File: config.mk
export PLATFORM = sky130hd
export DESIGN_NAME = voice_allocator
export DESIGN_NICKNAME = d
export VERILOG_FILES = /design/src/rtl/voice_allocator.sv
export SDC_FILE = /design/constraint.sdc
export NUM_CORES = 1
export LEC_CHECK = 0
export CAP_MARGIN = 20
export CORE_MARGIN = 5
export CORE_UTILIZATION = 25
export CTS_CLUSTER_DIAMETER = 60
export CTS_CLUSTER_SIZE = 30
export DETAILED_ROUTE_END_ITERATION = 10
export HOLD_SLACK_MARGIN = 0.12
export PLACE_DENSITY = 0.54
export SYNTH_ARGS = -nofsm -noshare
export SYNTH_HDL_FRONTEND = slang
export SYNTH_SLANG_ARGS = --single-unit
File: constraint.sdc
create_clock -name clk -period 3.25 [get_ports clk]
set_input_delay 0.975 -clock clk [delete_from_list [all_inputs] [get_ports clk]]
set_output_delay 0.975 -clock clk [all_outputs]
set_load 0.05 [all_outputs]
File: src/rtl/voice_allocator.sv
// Polyphonic note scheduler: scans all voices one per cycle, then commits a
// note-on (retrigger > free > steal oldest) or note-off to a single voice.
module voice_allocator #(
  parameter int NUM_VOICES = 4,
  parameter int INC_WIDTH  = 21,
  parameter int NOTE_WIDTH = 7,
  parameter int AGE_WIDTH  = 4
) (
  input  logic                            clk,
  input  logic                            rst,
  input  logic                            req_valid,
  output logic                            req_ready,
  input  logic                            req_on,
  input  logic [NOTE_WIDTH-1:0]           req_note,
  input  logic [INC_WIDTH-1:0]            req_increment,
  input  logic [3:0]                      req_voice_sel,
  input  logic                            panic,
  output logic [NUM_VOICES*INC_WIDTH-1:0] voice_increment,
  output logic [NUM_VOICES*4-1:0]         voice_select,
  output logic [NUM_VOICES-1:0]           voice_gate,
  output logic [NUM_VOICES-1:0]           voice_trigger,
  output logic                            alloc_valid,
  output logic [$clog2(NUM_VOICES)-1:0]   alloc_voice,
  output logic                            alloc_hit,
  output logic                            alloc_stole
);
  localparam int VW = $clog2(NUM_VOICES);
  localparam logic [VW-1:0] LAST = VW'(NUM_VOICES - 1);
  localparam logic [AGE_WIDTH-1:0] AGE_MAX = '1;

  typedef enum logic [1:0] {IDLE, SCAN, COMMIT} state_t;
  state_t state;

  logic [VW-1:0]         idx;
  logic                  l_on;
  logic [NOTE_WIDTH-1:0] l_note;
  logic [INC_WIDTH-1:0]  l_inc;
  logic [3:0]            l_sel;

  logic                  same_found, free_found, old_found;
  logic [VW-1:0]         same_idx, free_idx, old_idx;
  logic [AGE_WIDTH-1:0]  old_age;

  logic [INC_WIDTH-1:0]  inc_r  [NUM_VOICES];
  logic [3:0]            sel_r  [NUM_VOICES];
  logic [NOTE_WIDTH-1:0] note_r [NUM_VOICES];
  logic [AGE_WIDTH-1:0]  age_r  [NUM_VOICES];
  logic [NUM_VOICES-1:0] gate_r, trig_r;

  logic [VW-1:0] tgt;
  logic          tgt_hit, tgt_stole;

  // Resolve the commit target from the records gathered during SCAN.
  always_comb begin
    tgt       = '0;
    tgt_hit   = 1'b0;
    tgt_stole = 1'b0;
    if (l_on) begin
      tgt_hit = 1'b1;
      if (same_found)      tgt = same_idx;
      else if (free_found) tgt = free_idx;
      else begin
        tgt       = old_idx;
        tgt_stole = 1'b1;
      end
    end else if (same_found) begin
      tgt     = same_idx;
      tgt_hit = 1'b1;
    end
  end

  assign req_ready = (state == IDLE) && !rst;

  always_ff @(posedge clk) begin
    if (rst) begin
      state       <= IDLE;
      idx         <= '0;
      l_on        <= 1'b0;
      l_note      <= '0;
      l_inc       <= '0;
      l_sel       <= '0;
      same_found  <= 1'b0;
      free_found  <= 1'b0;
      old_found   <= 1'b0;
      same_idx    <= '0;
      free_idx    <= '0;
      old_idx     <= '0;
      old_age     <= '0;
      gate_r      <= '0;
      trig_r      <= '0;
      alloc_valid <= 1'b0;
      alloc_voice <= '0;
      alloc_hit   <= 1'b0;
      alloc_stole <= 1'b0;
      for (int v = 0; v < NUM_VOICES; v++) begin
        inc_r[v]  <= '0;
        sel_r[v]  <= '0;
        note_r[v] <= '0;
        age_r[v]  <= '0;
      end
    end else if (panic) begin
      state       <= IDLE;
      gate_r      <= '0;
      trig_r      <= '0;
      alloc_valid <= 1'b0;
      for (int v = 0; v < NUM_VOICES; v++) age_r[v] <= '0;
    end else begin
      trig_r      <= '0;
      alloc_valid <= 1'b0;
      case (state)
        IDLE: if (req_valid) begin
          l_on       <= req_on;
          l_note     <= req_note;
          l_inc      <= req_increment;
          l_sel      <= req_voice_sel;
          idx        <= '0;
          same_found <= 1'b0;
          free_found <= 1'b0;
          old_found  <= 1'b0;
          same_idx   <= '0;
          free_idx   <= '0;
          old_idx    <= '0;
          old_age    <= '0;
          state      <= SCAN;
        end
        SCAN: begin
          if (gate_r[idx]) begin
            if (!same_found && note_r[idx] == l_note) begin
              same_found <= 1'b1;
              same_idx   <= idx;
            end
            // Strict compare keeps the lowest index on age ties.
            if (!old_found || age_r[idx] > old_age) begin
              old_found <= 1'b1;
              old_idx   <= idx;
              old_age   <= age_r[idx];
            end
          end else if (!free_found) begin
            free_found <= 1'b1;
            free_idx   <= idx;
          end
          if (idx == LAST) state <= COMMIT;
          else             idx   <= idx + 1'b1;
        end
        COMMIT: begin
          alloc_valid <= 1'b1;
          alloc_voice <= tgt;
          alloc_hit   <= tgt_hit;
          alloc_stole <= tgt_stole;
          if (l_on) begin
            for (int v = 0; v < NUM_VOICES; v++) begin
              if (VW'(v) == tgt) begin
                inc_r[v]  <= l_inc;
                sel_r[v]  <= l_sel;
                note_r[v] <= l_note;
                age_r[v]  <= '0;
                gate_r[v] <= 1'b1;
                trig_r[v] <= 1'b1;
              end else if (age_r[v] != AGE_MAX) begin
                age_r[v] <= age_r[v] + 1'b1;
              end
            end
          end else if (tgt_hit) begin
            // Note-off keeps increment/select for the release tail.
            gate_r[tgt] <= 1'b0;
          end
          state <= IDLE;
        end
        default: state <= IDLE;
      endcase
    end
  end

  for (genvar v = 0; v < NUM_VOICES; v++) begin : g_out
    assign voice_increment[v*INC_WIDTH +: INC_WIDTH] = inc_r[v];
    assign voice_select[v*4 +: 4]                    = sel_r[v];
  end
  assign voice_gate    = gate_r;
  assign voice_trigger = trig_r;

endmodule

After elaboration in Yosys (flattened, before gate mapping)

Memory sizes are Yosys's and may differ from the RTL's. A register that Yosys moved wholly into a read port is not among the register bits.
Index checks and enable logic that the tools add are counted.

Add/subtract/negate cells: 5
Order comparisons: 4
Equal/unequal tests: 23
Mux-type cells: 133
Bitwise logic cells: 29
Reduce and logical (&&, ||, !) cells: 25

Operator list:

| operator                                                   | number |
|---|---|
| two-way mux 21 bit                                         | 4 |
| two-way mux 4 bit                                          | 21 |
| two-way mux 1 bit                                          | 75 |
| two-way mux 2 bit                                          | 18 |
| two-way mux 7 bit                                          | 4 |
| bitwise OR 1 bit                                           | 24 |
| case mux 2 bit (2 select lines)                            | 5 |
| adder 4 x 1 -> 4 bit, second input constant                | 4 |
| inequality test 2 bit, second input constant               | 8 |
| inequality test 4 bit, second input constant               | 4 |
| AND reduction 3 bit                                        | 5 |
| AND reduction 5 bit                                        | 3 |
| inequality test 2 x 1 -> 1 bit, second input constant      | 4 |
| case mux 4 bit (2 select lines)                            | 1 |
| AND reduction 4 bit                                        | 2 |
| equality test 7 bit                                        | 1 |
| less-than comparator 2 x 3 -> 1 bit, second input constant | 2 |
| case mux 1 bit (2 select lines)                            | 3 |
| bitwise AND 4 bit                                          | 1 |
| equality test 2 bit, first input constant                  | 2 |
| equality test 2 bit, second input constant                 | 2 |
| > comparator 4 bit                                         | 1 |
| logical NOT 2 bit                                          | 2 |
| inverter 4 bit                                             | 1 |
| 14 further kinds                                           | 22 |

Flip-flop bits (word level): 63
Bits in writable memories: 144
Bits of input ports: 37
Output and inout port bits: 114
Logic and storage cells: 245
Memories: 4

Memories:

| memory | depth | bits a word | rd ports | clocked after memory_dff | write ports | RTL line | text |
|---|---|---|---|---|---|---|---|
| inc_r  | 4     | 21          | 4        | 0                        | 4           | 44       | `logic [INC_WIDTH-1:0] inc_r [NUM_VOICES];` |
| note_r | 4     | 7           | 1        | 1                        | 4           | 46       | `logic [NOTE_WIDTH-1:0] note_r [NUM_VOICES];` |
| age_r  | 4     | 4           | 5        | 1                        | 4           | 47       | `logic [AGE_WIDTH-1:0] age_r [NUM_VOICES];` |
| sel_r  | 4     | 4           | 4        | 0                        | 4           | 45       | `logic [3:0] sel_r [NUM_VOICES];` |

Logic depth before layout (Yosys ltp)

Depth after elaboration: 12
Depth in mapped cells: 11
Depth with buffers taken out: 9

Worst setup path after synthesis

No wires, ideal clock.

Path kind: input to output
From: in rst
To: out req_ready
Data arrival time: 2.212 ns
Required time: 2.275 ns
Setup slack: 0.063 ns
Cell stages on the path: 2
Cells stage by stage: clkbuf_1 nor3_1

Cells in the longest elaborated chain, start to end: 2

RTL lines:

| item               | RTL line | text |
|---|---|---|
| start: declaration | 10       | `input logic rst,` |
| logical NOT 1 bit  | 72       | `assign req_ready = (state == IDLE) && !rst;` |
| logical AND 1 bit  | 72       |  |
| end: declaration   | 12       | `output logic req_ready,` |

No other way between the ends.

==> flow_metrics.env <==
export IMPL_crit_required_ps=3660
export IMPL_clock_latency_ps=490
export IMPL_die_y_microns=195
export IMPL_cts_made_buffers=19
export IMPL_synth_edf_count=140
export IMPL_tightest_slew_ps=668
export IMPL_area_growth_pct=32.9
export IMPL_multi_input_area_sq_um=2780
export IMPL_synth_top_area_share=0.493
export IMPL_yosysSeqAreaShare=0.655
export IMPL_grt_pass1_vias=5699
export IMPL_ys_flop_type="edfxtp_1"
export IMPL_cts_hold_buf=0
export IMPL_fill_cells=3335
export IMPL_cts_buffer_depth=3
export IMPL_synth_area_per_cell_sq_um=12.5
export IMPL_slowest_delay_ps=700
export IMPL_synth_area_sq_um=8530
export IMPL_status="finished clean"
export IMPL_antenna_cells=0
export IMPL_globalRouteOverflowTotal=0
export IMPL_hold_class="flop to flop"
export IMPL_cts_root_buffer="clkbuf_16"
export IMPL_place_area_sq_um=10700
export IMPL_drc=0
export IMPL_port_buffers=150
export IMPL_crit_family="multiplexers"
export IMPL_htreeDepth=1
export IMPL_maxCapViolations=0
export IMPL_ir_worst_vdd_v=0.000278
export IMPL_start_kind="flop"
export IMPL_via_count=5548
export IMPL_post_route_util=0.337
export IMPL_crit_arrival_ps=3240
export IMPL_cts_tree="done"
export IMPL_die_x_microns=195
export IMPL_cp_end_kind="flop"
export IMPL_postRouteAntennaNets=0
export IMPL_drive_gt1_frac=0.0813
export IMPL_yosysWarnings=0
export IMPL_rows=67
export IMPL_critPathMaxFanout=8
export IMPL_seq_area_sq_um=5590
export IMPL_stdcell_area_sq_um=11300
export IMPL_ctsResizeCount=0
export IMPL_dr_pass1_iters=4
export IMPL_rrSetupSlack_ps=410
export IMPL_cts_clk_slew_worst_paths_ps=70
export IMPL_antenna_found_initial=1
export IMPL_nets=883
export IMPL_postCtsSetupRepairBufs=0
export IMPL_drv_slew=0
export IMPL_fin_crit_sh=0.873
export IMPL_path_class="flop to flop"
export IMPL_yosys_cell_count_top_type="edfxtp_1"
export IMPL_syn_inst=684
export IMPL_routed_wl_mm=22.3
export IMPL_grt_max_degree=54
export IMPL_drt_vias_per_instance=4.28
export IMPL_min_period_ps=2840
export IMPL_hold_violations=0
export IMPL_final_setup_skew_ps=23.0
export IMPL_ys_types=48
export IMPL_place_congestion=0.738
export IMPL_p_per_area_nw_per_um2=510
export IMPL_yosys_area_top_type="edfxtp_1"
export IMPL_grt_setup_unrepaired="no"
export IMPL_synth_common_cells="edfxtp_1, and2_1, nand2_1"
export IMPL_ys_ff_latch=209
export IMPL_dp_hpwl_mm=14.6
export IMPL_setup_viol=0
export IMPL_die_area_sq_um=37900
export IMPL_async_reset_ff_frac=0
export IMPL_cp_num_buf_inv=0
export IMPL_fin_setup_tns_ps=0
export IMPL_critical_path_slowest_cell="mux4_1"
export IMPL_path_cells="mux4_1 -> ha_1 -> nor2b_1 -> o21a_1 -> o21ai_0 -> a41o_1 -> mux2_1 -> nor2_1"
export IMPL_p_leak_nw=3.97
export IMPL_pin_count=151
export IMPL_coreArea_sq_um=33600
export IMPL_wl_per_cell_microns=17.2
export IMPL_fmax_ghz=0.352
export IMPL_drt_iter0_drc=307
export IMPL_grt_usage=0.114
export IMPL_synth_nets=730
export IMPL_cts_num_sinks=209
export IMPL_grt_pass1_wl_mm=34.2
export IMPL_slew_headroom=0.551
export IMPL_holdWs_ps=467
export IMPL_synthTopCellsByArea="edfxtp_1, dfxtp_1, and2_1, nand2_1, a21oi_1"
export IMPL_start_util=0.254
[power by group]
group	leakage [nW]	internal [W]	total [W]	switching, W
clock	0.310	0.00121	0.00230	0.00109
sequential	1.99	0.00291	0.00297	0.0000545
combinational	1.67	0.000181	0.000512	0.000332
[final timing paths]
check                             endpoint  startpoint  depth (start not counted)
worst min-delay path            old_idx[0]  old_idx[0]                          2
worst max-delay path            old_age[1]        flop                          8
worst max register to register  old_age[1]        flop                          8
worst min register to register  old_idx[0]  old_idx[0]                          2
[tightest hold or removal path: cells and delay by family, from the launching register on]
| kind | cells | cell delay (ps) |
|---|---|---|
| AO/OA/AOI/OAI | 1 | 50 |
| flip-flops | 1 | 310 |
| AND/OR/NAND/NOR | 1 | 50 |
[layout make-up]
type                            instances  area share
Timing Repair Buffer                  168       0.154
Multi-Input combinational cell        430       0.245
Tap cell                              448      0.0495
Clock buffer                           19      0.0420
Clock inverter                         14      0.0141
Sequential cell                       209       0.493
Inverter                                9     0.00298
[stage by stage]
step           cells  worst slack, ps  power [W]
3_5_place_dp    1264              365    0.00355
6_report        1297              413    0.00578
5_1_grt         1297              157    0.00600
4_1_cts         1297              433    0.00588
3_3_place_gp    1264              347    0.00355
2_1_floorplan    684             62.8    0.00332
[routing by layer]
metal | up-vias | global-route usage | part of all wire
met4 | 2 | 0.0281 | 0.017
met3 | 23 | 0.0255 | 0.066
met5 | - | 0 | 0.00031
li1 | 2682 | - | -
met1 | 2699 | 0.148 | 0.44
met2 | 142 | 0.194 | 0.48
[layout by cell type, fill, tap and decap left out, types with 8 or more instances in the layout]
master | Yosys | layout
dfxtp_1 | 69 | 69
clkbuf_16 | 0 | 19
ha_1 | 9 | 9
clkdlybuf4s50_1 | 0 | 148
buf_12 | 0 | 9
edfxtp_1 | 140 | 140
and2_1 | 130 | 130
a21oi_1 | 43 | 43
mux4_1 | 8 | 8
nand3_1 | 10 | 10
nor2_1 | 39 | 39
mux2i_1 | 14 | 14
buf_4 | 1 | 10
inv_1 | 9 | 9
nand2_1 | 91 | 91
[kinds of logic (layout without fill, tap and decap cells)]
family	count (synthesis)	after routing	share of synthesized area
buffers and inverters	45	210	0.0232
AND/OR/NAND/NOR	305	305	0.189
XOR/XNOR	14	14	0.0161
flip-flops	209	209	0.655
adder cells (fa/ha/maj)	9	9	0.0132
multiplexers	27	27	0.0503
AO/OA/AOI/OAI	75	75	0.0534
[flip-flops by register name, indices dropped and copies added, names as in the netlist, 2 cells and up, named ones only]
name	cells
age_r	16
alloc_voice	2
free_idx	2
idx	2
inc_r	84
l_inc	21
l_note	7
l_sel	4
note_r	28
old_age	4
old_idx	2
same_idx	2
sel_r	16
state	2
voice_gate	4
voice_trigger	4
(Power assumes the default switching activity.)
